<file path="config.mk">
export PLATFORM = sky130hd
export DESIGN_NAME = rr_grant_scheduler
export DESIGN_NICKNAME = d
export VERILOG_FILES = /design/src/rtl/rr_arb_pkg.sv /design/src/rtl/rr_pick.sv /design/src/rtl/rr_grant_scheduler.sv
export SDC_FILE = /design/constraint.sdc
export NUM_CORES = 1
export LEC_CHECK = 0
export ABC_AREA = 1
export BUFFER_PORTS_ARGS = -buffer_cell sky130_fd_sc_hd__buf_2
export CAP_MARGIN = 0
export CORE_UTILIZATION = 54
export CTS_BUF_LIST = sky130_fd_sc_hd__clkbuf_16
export CTS_CLUSTER_DIAMETER = 120
export DETAILED_ROUTE_END_ITERATION = 16
export GPL_ROUTABILITY_DRIVEN = 0
export GPL_TIMING_DRIVEN = 0
export PLACE_DENSITY = 0.8
export SYNTH_ARGS = -nofsm -noshare
export SYNTH_HDL_FRONTEND = slang
export SYNTH_SLANG_ARGS = --single-unit
</file>
<file path="constraint.sdc">
create_clock -name clk -period 4.95 [get_ports clk]
set_input_delay 0.99 -clock clk [delete_from_list [all_inputs] [get_ports clk]]
set_output_delay 0.99 -clock clk [all_outputs]
set_load 0.005 [all_outputs]
</file>
<file path="src/rtl/rr_arb_pkg.sv">
// ---------------------------------------------------------------------------
// rr_arb_pkg
//   Shared types and helpers for the round-robin grant scheduler.
//   - arb_state_t : scheduler FSM state (no owner / owner holds grant)
//   - rotl1       : rotate a one-hot ring one place toward the higher index,
//                   with bit n-1 wrapping to bit 0
//   - onehot2idx  : binary index of the set bit in a one-hot vector
//   The helpers work on ARB_MAX_N-bit vectors. Callers zero-extend their
//   N-bit operands and truncate the result back to N bits.
// ---------------------------------------------------------------------------
package rr_arb_pkg;

    typedef enum logic {ARB_IDLE, ARB_GRANT} arb_state_t;

    localparam int ARB_MAX_N = 64;
    localparam int ARB_IDX_W = 6;

    // Bit i moves to bit (i+1) mod n. Bits at or above n stay zero.
    function automatic logic [ARB_MAX_N-1:0] rotl1(input logic [ARB_MAX_N-1:0] v,
                                                   input int n);
        logic [ARB_MAX_N-1:0] r;
        r = '0;
        for (int i = 0; i < ARB_MAX_N; i++) begin
            if (i < n) r[(i + 1) % n] = v[i];
        end
        return r;
    endfunction

    // Returns 0 for an all-zero vector.
    function automatic logic [ARB_IDX_W-1:0] onehot2idx(input logic [ARB_MAX_N-1:0] v);
        logic [ARB_IDX_W-1:0] idx;
        idx = '0;
        for (int i = 0; i < ARB_MAX_N; i++) begin
            if (v[i]) idx = idx | ARB_IDX_W'(i);
        end
        return idx;
    endfunction

endpackage

</file>
<file path="src/rtl/rr_pick.sv">
// ---------------------------------------------------------------------------
// rr_pick
//   Combinational circular priority pick. Returns the first set request bit
//   at or after the one-hot start position, searching toward the higher
//   index and wrapping around.
//   Ports:
//     i_req   [N]  request vector
//     i_start [N]  one-hot start position (highest priority)
//     o_win   [N]  one-hot winner (all-zero if no request)
//     o_any   1    at least one request set
// ---------------------------------------------------------------------------
module rr_pick #(
    parameter int N = 4
) (
    input  logic [N-1:0] i_req,
    input  logic [N-1:0] i_start,
    output logic [N-1:0] o_win,
    output logic         o_any
);

    localparam logic [2*N-1:0] ONE = {{(2*N-1){1'b0}}, 1'b1};

    logic [2*N-1:0] w_dbl;
    logic [2*N-1:0] w_mask;
    logic [2*N-1:0] w_masked;
    logic [2*N-1:0] w_low;

    // Search a doubled copy of the request vector. Bits below the start
    // position in the lower copy are masked off. The lowest surviving bit is
    // the circular-first winner. The upper copy supplies the wrapped part.
    assign w_dbl    = {i_req, i_req};
    assign w_mask   = ~({{N{1'b0}}, i_start} - ONE);
    assign w_masked = w_dbl & w_mask;
    assign w_low    = w_masked & (~w_masked + ONE);

    assign o_win = w_low[N-1:0] | w_low[2*N-1:N];
    assign o_any = |i_req;

endmodule

</file>
<file path="src/rtl/rr_grant_scheduler.sv">
// ---------------------------------------------------------------------------
// rr_grant_scheduler
//   Round-robin scheduler sharing one resource among N requesters. The owner
//   keeps its registered one-hot grant while its request stays high. When the
//   owner releases, the pointer moves one place past the owner. In the same
//   edge the next requester, searched from that position, gets the grant, so
//   there is no idle cycle between owners.
//   Optional feature macro: ARB_QUANTUM_EN. When it is defined, an owner is
//   forced out after QUANTUM consecutive cycles if another requester is
//   waiting.
//   Ports:
//     clk          clock, rising edge
//     rst          synchronous active-high reset
//     req   [N]    request vector
//     grant [N]    registered one-hot grant (zero when idle)
//     grant_valid  registered |grant
//     grant_idx    registered binary index of the owner (0 when idle)
//     ptr   [N]    one-hot priority pointer
// ---------------------------------------------------------------------------
module rr_grant_scheduler
    import rr_arb_pkg::*;
#(
    parameter  int N       = 4,
    parameter  int QUANTUM = 8,
    localparam int IW      = (N > 1) ? $clog2(N) : 1
) (
    input  logic          clk,
    input  logic          rst,
    input  logic [N-1:0]  req,
    output logic [N-1:0]  grant,
    output logic          grant_valid,
    output logic [IW-1:0] grant_idx,
    output logic [N-1:0]  ptr
);

    arb_state_t    r_state, w_state_nxt;
    logic [N-1:0]  r_grant, w_grant_nxt;
    logic [N-1:0]  r_ptr,   w_ptr_nxt;
    logic          r_valid;
    logic [IW-1:0] r_idx;

    logic [N-1:0]  w_ptr_adv;
    logic [N-1:0]  w_start;
    logic [N-1:0]  w_win;
    logic          w_any;
    logic          w_owner_req;
    logic          w_release;

    // Position just past the current owner. It is the new pointer on release
    // and the search start for the handover winner.
    assign w_ptr_adv   = N'(rotl1(ARB_MAX_N'(r_grant), N));
    assign w_start     = (r_state == ARB_GRANT) ? w_ptr_adv : r_ptr;
    assign w_owner_req = |(req & r_grant);

    rr_pick #(.N(N)) u_pick (
        .i_req   (req),
        .i_start (w_start),
        .o_win   (w_win),
        .o_any   (w_any)
    );

`ifdef ARB_QUANTUM_EN
    localparam int CW = $clog2(QUANTUM + 1);

    logic [CW-1:0] r_cnt, w_cnt_nxt, w_cnt_inc;
    logic          w_others;
    logic          w_expired;

    assign w_others  = |(req & ~r_grant);
    assign w_cnt_inc = r_cnt + CW'(1);
    assign w_expired = (w_cnt_inc == CW'(QUANTUM));
    // Forced release looks exactly like a voluntary one. The owner sits last
    // in the search order from w_ptr_adv, so another waiter always wins.
    assign w_release = !w_owner_req || (w_expired && w_others);
`else
    assign w_release = !w_owner_req;
`endif

    always_comb begin
        w_state_nxt = r_state;
        w_grant_nxt = r_grant;
        w_ptr_nxt   = r_ptr;
`ifdef ARB_QUANTUM_EN
        w_cnt_nxt   = r_cnt;
`endif
        case (r_state)
            ARB_IDLE: begin
                if (w_any) begin
                    w_grant_nxt = w_win;
                    w_state_nxt = ARB_GRANT;
`ifdef ARB_QUANTUM_EN
                    w_cnt_nxt   = '0;
`endif
                end
            end
            ARB_GRANT: begin
                if (w_release) begin
                    w_ptr_nxt = w_ptr_adv;
`ifdef ARB_QUANTUM_EN
                    w_cnt_nxt = '0;
`endif
                    if (w_any) begin
                        w_grant_nxt = w_win;
                    end else begin
                        w_grant_nxt = '0;
                        w_state_nxt = ARB_IDLE;
                    end
                end else begin
`ifdef ARB_QUANTUM_EN
                    // A sole requester at the limit starts a fresh quantum.
                    w_cnt_nxt = w_expired ? '0 : w_cnt_inc;
`endif
                end
            end
            default: begin
                w_state_nxt = ARB_IDLE;
                w_grant_nxt = '0;
            end
        endcase
    end

    always_ff @(posedge clk) begin
        if (rst) begin
            r_state <= ARB_IDLE;
            r_grant <= '0;
            r_valid <= 1'b0;
            r_idx   <= '0;
            r_ptr   <= N'(1);
`ifdef ARB_QUANTUM_EN
            r_cnt   <= '0;
`endif
        end else begin
            r_state <= w_state_nxt;
            r_grant <= w_grant_nxt;
            r_valid <= |w_grant_nxt;
            r_idx   <= IW'(onehot2idx(ARB_MAX_N'(w_grant_nxt)));
            r_ptr   <= w_ptr_nxt;
`ifdef ARB_QUANTUM_EN
            r_cnt   <= w_cnt_nxt;
`endif
        end
    end

    assign grant       = r_grant;
    assign grant_valid = r_valid;
    assign grant_idx   = r_idx;
    assign ptr         = r_ptr;

endmodule

</file>
* After elaboration in Yosys (flattened, before gate mapping)
Index checks and enable logic that the tools add are counted.
** Word-level totals
- Logic and storage cells :: 30
- Input port bits :: 6
- ROM bits :: 0
- Output and inout port bits :: 11
- Memories :: 0
- Bits in latches :: 0
- Flip-flop bits (word level) :: 12
- RAM bits :: 0
** Cells by class
- Divide/modulo/power cells :: 0
- Shift operators :: 0
- Add/sub/neg operators :: 2
- Bitwise logic cells :: 8
- Multiplexer cells :: 11
- Multiply operators :: 0
- Equality and inequality tests :: 0
- Order comparisons :: 0
- Reduce and logical (&&, ||, !) cells :: 4
** Operator list (number)
- $and 8x8->8 :: 2
- $mux 4 :: 4
- $not 8->8 :: 2
- $reduce_or 4->1 :: 3
- $add 8x1->8 const B :: 1
- $pmux 4 s2 :: 1
- $sub 4x1->5 const B :: 1
- $and 4x4->4 :: 1
- $mux 2 :: 2
- $or 4x4->4 :: 1
- $mux 1 :: 3
- $not 1->1 :: 2
- $pmux 1 s2 :: 1
- $reduce_and 2->1 :: 1

* Longest topological paths before layout
Gate-level depths: netlist of the first run.
- Depth in word-level cells :: 14
- Depth in mapped cells :: 15

* Hierarchy
From an unflattened synthesis of the first run, not the netlist that was laid out.
** Second synthesis, totals
- Cells, all modules :: 135
- Area, all modules :: 860.8 sq um
** Modules (own cells, without submodules)
- rr_grant_scheduler :: area an instance 683.2 sq um, instances 1, seq. area each 240.2 sq um, cells an instance 95
- rr_pick :: area an instance 177.7 sq um, instances 1, seq. area each 0.0 sq um, cells an instance 40

* Least setup slack after synthesis of the first run
No wires, ideal clock.
- Kind :: input to register
- Start point :: in req[0]
- End point :: reg r_valid, in the netlist grant_valid
- Arrival time :: 1.905 ns
- Buffers on the path :: 0
- Stages :: 9
- Setup time :: 0.121 ns
- Path slack :: 2.924 ns
- Data required time :: 4.829 ns
- Path through :: inv_1 -> o21ai_0 -> o21ai_0 -> nand2_1 -> nor2_1 -> a21oi_2 -> nand3_1 -> nand2_1 -> nand3_1
** Between the ends
- Longest elaborated chain between the ends :: 9
- Elaborated cells on any way between the ends :: 13
** Ends and longest elaborated chain
- from (decl) :: line rr_grant_scheduler.sv:29 : input logic [N-1:0] req,
- $and 8x8->8 :: line rr_pick.sv:33 : assign w_masked = w_dbl & w_mask;
- $not 8->8 :: line rr_pick.sv:34 : assign w_low = w_masked & (~w_masked + ONE);
- $add 8x1->8 :: line rr_pick.sv:34
- $and 8x8->8 :: line rr_pick.sv:34
- $or 4x4->4 :: line rr_pick.sv:36 : assign o_win = w_low[N-1:0] | w_low[2*N-1:N];
- $mux 4 :: line rr_grant_scheduler.sv:102 : if (w_any) begin
- $mux 4 :: line rr_grant_scheduler.sv:97 : if (w_release) begin
- $pmux 4 s2 (*) :: line rr_grant_scheduler.sv:86 : case (r_state)
- $reduce_or 4->1 (*) :: line rr_grant_scheduler.sv:135 : r_valid <= |w_grant_nxt;
- to (signal assigned) :: line rr_grant_scheduler.sv:135
- to (decl) :: line rr_grant_scheduler.sv:39 : logic r_valid;
Every way passes the cells marked *; elsewhere a longest branch is shown, timed or not.
A chain may end at the register's enable or synchronous reset.

* Final worst setup path of the first run
Same ends and word-level chain as after synthesis.

==> key figures, run 1 <==
Route
  – DRT antenna net count: 0
  – DRT Pass-1 Iters: 4
  – Final WL: 1.67 mm
  – DR iter-0 viols: 22
  – Post-route DRC: 0
  – Vias: 783
  – Via-to-Cell Ratio: 5.15
  – Drt wl/cell: 11.0 um

Critical path
  – Top cell by count, worst path: nand2_1
  – RR Startpoint: r_state
  – Crit-path cells: buf_2, inv_1, o21ai_0, o21ai_0, nand2_1, nor3_1, nand2_1, nand3_1, nand2_1, nand3_1
  – Critical path class: in -> reg
  – Critical path startpoint: req[0]
  – Buf/Inv on CP: 2
  – Worst Path Arrival: 2350 ps
  – Delay-heaviest family, CP: simple AND/OR/NAND/NOR gates
  – CP max-delay cell: o21ai_0
  – Largest stage delay on the critical path: 300 ps
  – Startpoint types: primary input
  – Critical path required time: 5130 ps
  – Worst-path maximum fanout: 5
  – Crit end category: flip-flop

Timing
  – Fin Clk Skew: 1.10 ps
  – Crit path time final: 2170 ps
  – Final setup violation count: 0
  – Fin crit share: 43.8%
  – Slew headroom: 68.1%
  – Fmax: 461 MHz
  – Least-Margin Pin Slew: 474 ps
  – Setup_tns: 0 ps
  – RSZ-0062 raised after global routing: no
  – Hold violation count in the final report: 0
  – Final Max Tran Viols: 0

Synthesis
  – Post-synth top area share: 33.6%
  – Synthesized area: 716 sq um
  – Post-Syn Nets: 125
  – Yosys cell types: 19
  – Seq/Total Area, Yosys: 33.6%
  – Mapped Cells: 118
  – Synth Area per Inst: 6.07 sq um
  – Area leader, netlist: dfxtp_1
  – Yosys warnings: 0
  – Synth area leaders: dfxtp_1 (34%), nand2_1 (20%), inv_1 (12%)
  – Synth Register Bits: 12

Die
  – Starting density of the core: 61.1%
  – Die width: 38.4 um
  – IO Pins: 17
  – Core footprint: 1170 sq um
  – Std-Cell Rows: 12
  – Die Ht: 38.4 um
  – Die Area: 1470 sq um

CTS
  – H-Tree Level Count: 1
  – Root Buffer: clkbuf_16
  – Deepest clock path buffer count: 2
  – CTS Buf Count: 3
  – Post-cts hold buffer count: 0
  – CTS tree: built
  – Gates resized, CTS repair: 0
  – Clock sinks: 12
  – Clk Latency, worst-skew pair: 240 ps
  – Clk slew on worst S/H paths: 40 ps
  – Setup Fix Bufs, Post-CTS: 0

Global route
  – Largest net degree at the start of global routing: 8
  – GRT Util Overall: 26.7%
  – GRT overflow: 0
  – Vias in the first global route: 691
  – First-pass GRT wire length: 2.68 mm
  – Initial antenna violation count: 0

Finish
  – Share of cells above drive strength 1: 18.8%
  – Fin nets: 146
  – Area delta synth->final: 24.7%
  – Diode count: 0
  – Fin area: 892 sq um

Worst hold path
  – Hold crit path type: reg -> reg
  – HP Start: ptr[2]

Placement
  – Placed Area: 813 sq um
  – I/O Buffers: 16
  – Final HPWL DP: 1.33 mm

Power
  – Leak: 0.529 nW
  – Power density over the cells: 394 nW/um^2
  – Maximum VDD drop: 0.000310 V

Flow run
  – Number of max-cap violations: 0

Status
  – Status: finished, final reports clean
flip-flops by register name, summed over array words and instances, names as in the netlist:
signal	flops
ptr	4
r_state	1
grant	4
grant_idx	2
grant_valid	1
cell usage after synthesis:
cell / count
a21oi_2: 1
nand3b_1: 1
a31oi_1: 2
nand2_2: 2
nand2_1: 38
a211oi_1: 1
dfxtp_1: 12
nor3_1: 1
nand4_1: 2
ha_1: 1
inv_1: 23
nor2_1: 10
a21oi_1: 4
o21ai_0: 7
nor3_2: 1
nand3_1: 9
nand3_2: 1
nor2_2: 1
inv_2: 1
worst min-delay path, delay by kind of cell (launching register included):
family,cells,cell delay (ps)
flip-flops,1,300
buffers and inverters,1,70
AO/OA/AOI/OAI,1,60
placed cells by master (no fill, tap or decap), drive strengths merged:
cell / netlist / routed
nand3b: 1 / 1
buf: 0 / 16
nand3: 10 / 10
dfxtp: 12 / 12
ha: 1 / 1
a21oi: 5 / 5
nand4: 2 / 2
a211oi: 1 / 1
nor3: 2 / 2
o21ai: 7 / 7
nand2: 40 / 40
inv: 24 / 24
nor2: 11 / 11
clkbuf: 0 / 3
a31oi: 2 / 2
clkinv: 0 / 1
kinds of logic (layout without fill, tap and decap cells):
group	Yosys count	after routing	synth area share, %
fa+ha+maj	1	1	1.75
compound gates	15	15	11.7
flops	12	12	33.6
simple gates	66	66	40.4
buf+inv	24	44	12.6
metal layers:
layer  track usage (%)  share of wire (%)  vias to the layer above
met1              26.8                 42                      347
met2              51.3                 51                       23
met4              7.76                1.5                        0
met3              8.72                5.5                        3
met5                 0                  0                        -
li1                  -                  -                      410
stage by stage:
stage	total power (W)	utilization (%)	std cells	hold slack (ps)	setup slack, ps
2_1_floorplan	0.000178	-	118	459	2920
3_3_place_gp	0.000204	69.4	148	466	2610
3_5_place_dp	0.000207	69.4	148	467	2560
4_1_cts	0.000356	76.2	152	484	2790
5_1_grt	0.000372	76.2	152	506	2640
6_report	0.000352	76.2	152	482	2780
area by class of cell:
cell class / count / area (sq um)
Sequential cell: 12 / 240
Inverter: 24 / 90.1
Fill cell: 94 / 279
Tap cell: 14 / 17.5
Timing Repair Buffer: 16 / 80.1
Multi-Input combinational cell: 82 / 385
Clock buffer: 3 / 75.1
Clock inverter: 1 / 3.75
where the power goes:
part | internal, W | switching [W]
Sequential | 0.000111 | 0.00000795
Combinational | 0.0000332 | 0.0000552
Clock | 0.000106 | 0.0000389
Total | 0.000250 | 0.000102
final timing paths:
kind,cells past startpoint,slack (ps),end
setup / recovery,10,2780,grant_valid
hold / removal,2,480,ptr[2]
hold reg to reg,2,480,ptr[2]
setup reg to reg,14,3060,grant_valid
Note: power is estimated with default switching activity, not from simulation.
==> inputs of run 2 (changes only) <==
ABC_AREA = 0   (was 1)
CORE_UTILIZATION = 52   (was 54)
PLACE_DENSITY = 0.77   (was 0.8)
clock period = 2.2 ns   (was 4.95 ns; I/O delays follow)
==> key figures, run 2 <==
CTS
  – Deepest clock path buffer count: 2 (unchanged)
  – Root Buffer: clkbuf_16
  – Clk slew on worst S/H paths: 40 ps (about the same)
  – CTS Buf Count: 3 (unchanged)
  – Clk Latency, worst-skew pair: 240 ps (about the same)
  – CTS tree: built
  – Setup Fix Bufs, Post-CTS: 0 (unchanged)
  – Post-cts hold buffer count: 0 (unchanged)
  – H-Tree Level Count: 1 (unchanged)
  – Gates resized, CTS repair: 1 (+1)
  – Clock sinks: 12 (unchanged)

Synthesis
  – Seq/Total Area, Yosys: 30.5% (-3.0 points)
  – Post-synth top cells: dfxtp_1 (12), nor2_1 (11), mux2i_1 (8)
  – Asr flop ratio synth: 0% (unchanged)
  – Area leader, netlist: dfxtp_1
  – Number of synthesized flops with an enable pin: 0 (unchanged)
  – Yosys cell types: 42 (+23)
  – Synth Area per Inst: 8.65 sq um (+43%)
  – Synthesized area: 787 sq um (+10%)
  – Ys flop type: dfxtp_1
  – Post-Syn Nets: 98 (-22%)
  – Post-synth top area share: 30.5% (-3.0 points)
  – Synth Register Bits: 12 (unchanged)
  – Synth area leaders: dfxtp_1 (31%), mux2i_1 (10%), nor2_1 (5.2%)
  – Most frequent cell after synthesis: dfxtp_1
  – Mapped Cells: 91 (-23%)
  – Yosys warnings: 0 (unchanged)

Power
  – Power density over the cells: 907 nW/um^2 (+130%)
  – Leak: 0.466 nW (-12%)
  – Maximum VDD drop: 0.000640 V (+110%)
  – Pwr Total: 0.000888 W (+150%)

Die
  – Die Ht: 40.9 um (+6.5%)
  – IO Pins: 17 (unchanged)
  – Starting density of the core: 58.3% (-2.8 points)
  – Core footprint: 1350 sq um (+15%)
  – Die width: 40.9 um (+6.5%)
  – Die Area: 1670 sq um (+13%)
  – Std-Cell Rows: 13 (+1)

Timing
  – Final Max Tran Viols: 0 (unchanged)
  – Least-Margin Pin Slew: 433 ps (-41.1 ps)
  – Fin crit share: 96.6%
  – Slew headroom: 71.1% (+3.0 points)
  – Final setup violation count: 0 (unchanged)
  – Fin Clk Skew: 1.65 ps (+0.552 ps)
  – Crit path time final: 2120 ps
  – Hold violation count in the final report: 0 (unchanged)
  – Fmax: 471 MHz
  – Fin Hold WS: 535 ps (+53.5 ps)
  – Setup_tns: 0 ps (unchanged)

Critical path
  – Startpoint types: flip-flop
  – Worst-path maximum fanout: 5 (unchanged)
  – Crit-path cells: mux2_2, inv_2, ha_1, nand2_1, a21boi_1, o32ai_1, a31o_1, a2111o_1
  – Buf/Inv on CP: 1 (-1)
  – Worst Path Arrival: 2250 ps (-100 ps)
  – CP max-delay cell: a2111o_1
  – Largest stage delay on the critical path: 390 ps (+90 ps)
  – Delay-heaviest family, CP: compound AO/OA/AOI/OAI gates
  – Critical path class: reg -> reg
  – Critical path required time: 2320 ps (-2810 ps)
  – R2R setup slack: 80 ps (-2980 ps)
  – Crit end category: flip-flop

Finish
  – Diode count: 0 (unchanged)
  – Fill cells: 113 (+20%)
  – Multi-input gate area: 512 sq um (+33%)
  – Share of cells above drive strength 1: 30.9% (+12 points)
  – Most common cell after layout, fill and taps aside: buf_2
  – Register area: 243 sq um (+1.0%)
  – Area delta synth->final: 24.3%
  – Most frequent cells in the layout: buf_2 (17), nor2_1 (11), dfxtp_1 (10)
  – Fin nets: 118 (-19%)
  – Final core occ: 72.5% (-3.7 points)

Global route
  – First-pass GRT wire length: 2.63 mm (-1.8%)
  – GRT overflow: 0 (unchanged)
  – Largest net degree at the start of global routing: 11 (+3)
  – GRT Util Overall: 25.6% (-1.1 points)
  – Initial antenna violation count: 0 (unchanged)
  – Vias in the first global route: 606 (-12%)

Route
  – Drt wl/cell: 15.1 um (+37%)
  – Via-to-Cell Ratio: 6.21 (+21%)
  – DRT Pass-1 Iters: 6 (+2)
  – Post-route DRC: 0 (unchanged)
  – DR iter-0 viols: 30 (+36%)
  – Final WL: 1.89 mm (+13%)
  – DRT antenna net count: 0 (unchanged)
  – Vias: 776 (-0.89%)

Placement
  – I/O Buffers: 15 (-1)
  – Final HPWL DP: 1.34 mm (+0.76%)

Status
  – Status: finished, final reports clean

Worst hold path
  – Hold crit path type: in -> reg

Flow run
  – Number of max-cap violations: 0 (unchanged)
## run 2: changes by cell type after synthesis, moves of 3 or more
| cell | previous run | this run |
|---|---|---|
| nand2_1 | 38 | 4 |
| inv_1 | 23 | 3 |
| mux2i_1 | 0 | 8 |
| nand3_1 | 9 | 1 |
| o21ai_0 | 7 | 2 |
| nor3_1 | 1 | 4 |
| nor4_1 | 0 | 3 |
## run 2: cell type report
type / instances / area share (%)
Buffer: 5 / 3.71
Clock buffer: 3 / 7.67
Clock inverter: 1 / 0.384
Inverter: 4 / 1.53
Multi-Input combinational cell: 70 / 52.3
Sequential cell: 12 / 24.8
Tap cell: 15 / 1.92
Timing Repair Buffer: 15 / 7.67
## run 2: final timing paths
check,from,to,cells past startpoint
max,r_state,grant_valid,8
min,req[0],grant[0],3
max reg2reg,r_state,grant_valid,8
min reg2reg,ptr[0],ptr[0],2
## run 2: cells by family after synthesis
group / Yosys count / share of synthesized area, %
simple gates: 37 / 27.8
compound gates: 22 / 21.0
flops: 12 / 30.5
mux: 10 / 13.0
buf+inv: 9 / 6.04
fa+ha+maj: 1 / 1.59
## run 2: worst min-delay path: stages
cell and delay (ps):
buf_2 150, nand3_1 80, a21oi_1 50
## run 2: layer usage
metal  up-vias  track usage (%)  part of all wire (%)
li1        384                -                     -
met1       352             28.9                    46
met2        32             37.5                    43
met3         8             10.3                   7.8
met4         0             20.0                   3.5
met5         -                0                     0
## run 2: power by group
group	switching (W)	total, W	internal (W)
clock network	0.0000900	0.000329	0.000239
registers	0.0000313	0.000283	0.000252
logic	0.000143	0.000276	0.000133
total	0.000264	0.000888	0.000624
## run 2: metrics by stage
stage | instance area [sq um] | setup slack [ps] | std cells
6_report | 978 | 75.0 | 125
5_1_grt | 978 | -3.28 | 125
3_3_place_gp | 881 | -28.6 | 121
3_5_place_dp | 881 | -8.75 | 121
2_1_floorplan | 787 | 190 | 91
4_1_cts | 963 | 15.2 | 125
==> inputs of run 3 (changes only) <==
--- a/config.mk
+++ b/config.mk
@@ -9,5 +9,5 @@
 export BUFFER_PORTS_ARGS = -buffer_cell sky130_fd_sc_hd__buf_2
 export CAP_MARGIN = 0
-export CORE_UTILIZATION = 52
+export CORE_UTILIZATION = 50
 export CTS_BUF_LIST = sky130_fd_sc_hd__clkbuf_16
 export CTS_CLUSTER_DIAMETER = 120
@@ -15,5 +15,5 @@
 export GPL_ROUTABILITY_DRIVEN = 0
 export GPL_TIMING_DRIVEN = 0
-export PLACE_DENSITY = 0.77
+export PLACE_DENSITY = 0.74
 export SYNTH_ARGS = -nofsm -noshare
 export SYNTH_HDL_FRONTEND = slang
==> constraint.sdc (replaced) <==
create_clock -name clk -period 2.4 [get_ports clk]
set_input_delay 0.48 -clock clk [delete_from_list [all_inputs] [get_ports clk]]
set_output_delay 0.48 -clock clk [all_outputs]
set_load 0.02 [all_outputs]
==> key figures, run 3 (synthesis gave the netlist of run 2 again) <==
Timing
  – RSZ-0062 raised after global routing: no
  – Crit path time final: 2250 ps (+128 ps)
  – Final worst slack: 147 ps (+72.3 ps)
  – Setup_tns: 0 ps (unchanged)
  – Least-Margin Pin Slew: 424 ps (-9.24 ps)
  – Fmax: 444 MHz (-5.7%)
  – Final Max Tran Viols: 0 (unchanged)
  – Fin crit share: 93.9% (-2.7 points)
  – Fin Clk Skew: 0.505 ps (-1.14 ps)
  – Hold violation count in the final report: 0 (unchanged)
  – Slew headroom: 71.7% (+0.68 points)
  – Final setup violation count: 0 (unchanged)

Placement
  – I/O Buffers: 15 (unchanged)
  – Dpl ws: 161 ps (+169 ps)
  – Placed Area: 881 sq um (unchanged)
  – Final HPWL DP: 1.39 mm (+3.4%)

Critical path
  – Critical path startpoint: r_state
  – Critical path required time: 2520 ps (+200 ps)
  – Largest stage delay on the critical path: 400 ps (about the same)
  – Crit-path cells: buf_4, mux2i_1, ha_1, nand2_1, mux2i_2, nor2_1, a31o_1, a2111o_1
  – Critical path class: reg -> reg
  – Startpoint types: flip-flop
  – Worst-path maximum fanout: 10 (+5)
  – RR Startpoint: r_state
  – CP max-delay cell: dfxtp_1
  – Worst Path Arrival: 2370 ps (+120 ps)
  – Crit end category: flip-flop

Global route
  – First-pass GRT wire length: 3.05 mm (+16%)
  – Largest net degree at the start of global routing: 11 (unchanged)
  – Initial antenna violation count: 0 (unchanged)
  – GRT overflow: 0 (unchanged)
  – GRT Util Overall: 22.5% (-3.1 points)
  – Vias in the first global route: 682 (+13%)

CTS
  – Clock sinks: 12 (unchanged)
  – Post-cts hold buffer count: 0 (unchanged)
  – Gates resized, CTS repair: 0 (-1)
  – Clk slew on worst S/H paths: 40 ps (about the same)
  – Setup Fix Bufs, Post-CTS: 0 (unchanged)
  – Root Buffer: clkbuf_16
  – H-Tree Level Count: 1 (unchanged)
  – Clk Latency, worst-skew pair: 230 ps (about the same)
  – CTS Buf Count: 3 (unchanged)
  – CTS tree: built
  – Deepest clock path buffer count: 2 (unchanged)

Power
  – Leak: 0.460 nW (-1.2%)
  – Power density over the cells: 864 nW/um^2 (-4.8%)
  – Maximum VDD drop: 0.00106 V (+65%)

Finish
  – Fin nets: 118 (unchanged)
  – Fin area: 960 sq um (-1.9%)
  – Most common cell after layout, fill and taps aside: buf_2
  – Share of cells above drive strength 1: 29.4% (-1.6 points)
  – Diode count: 0 (unchanged)
  – Most frequent cells in the layout: buf_2 (17), dfxtp_1 (12), nor2_1 (11)
  – Area delta synth->final: 21.9%
  – Final core occ: 69.4% (-3.1 points)

Route
  – Vias: 752 (-3.1%)
  – DR iter-0 viols: 13 (-57%)
  – DRT antenna net count: 0 (unchanged)
  – DRT Pass-1 Iters: 4 (-2)
  – Top sig layer: met4
  – Final WL: 1.83 mm (-3.0%)
  – Drt wl/cell: 14.8 um (-2.2%)
  – Post-route DRC: 0 (unchanged)
  – Met3 WL: 93 um (-37%)
  – Via-to-Cell Ratio: 6.06 (-2.3%)
  – M1 WL: 919 um (+5.9%)
  – Met2 Wirelength: 812 um (+1.2%)

Flow run
  – Number of max-cap violations: 0 (unchanged)

Die
  – Std-Cell Rows: 13 (unchanged)
  – Core footprint: 1380 sq um (+2.4%)
  – Die Area: 1740 sq um (+3.8%)
  – IO Pins: 17 (unchanged)
  – Die Ht: 41.7 um (+1.9%)
  – Starting density of the core: 56.9% (-1.4 points)
  – Die width: 41.7 um (+1.9%)

Status
  – Status: finished, final reports clean

Worst hold path
  – Hold crit path type: reg -> reg
  – HP Start: ptr[1]
[run 3: worst paths after layout]
path	slack (ps)	to	cells after the start
min	560	ptr[1]	2
max	150	grant_valid	8
max reg2reg	150	grant_valid	8
min reg2reg	560	ptr[1]	2
[run 3: power breakdown]
group / internal [W] / switching, W
Sequential: 0.000230 / 0.0000286
Combinational: 0.000119 / 0.000161
Clock: 0.000216 / 0.0000746
Total: 0.000565 / 0.000264
[run 3: metal layers]
layer	GRT usage, %	vias up
li1	-	379
met1	31.5	342
met2	33.4	29
met3	9.13	2
met4	2.58	0
met5	0	-
[run 3: critical path: cells and delay by family, from the launching register on]
family                   cells  cell delay, ps
flip-flops                   1             400
buffers and inverters        1             210
multiplexers                 2             530
AND/OR/NAND/NOR              2             150
adder cells (fa/ha/maj)      1             230
AO/OA/AOI/OAI                2             610
[run 3: per-stage QoR]
step	hold slack [ps]	power (W)	instances
after detailed placement	554	0.000535	121
after CTS	563	0.000830	124
final	559	0.000829	124
after global placement	549	0.000531	121
after global routing	590	0.000875	124
after floorplan	613	0.000463	91
[run 3: area by class of cell]
class / instances / area (sq um)
Buffer: 5 / 32.5
Sequential cell: 12 / 240
Inverter: 4 / 15.0
Clock buffer: 3 / 75.1
Multi-Input combinational cell: 70 / 503
Tap cell: 15 / 18.8
Timing Repair Buffer: 15 / 75.1
Fill cell: 118 / 423
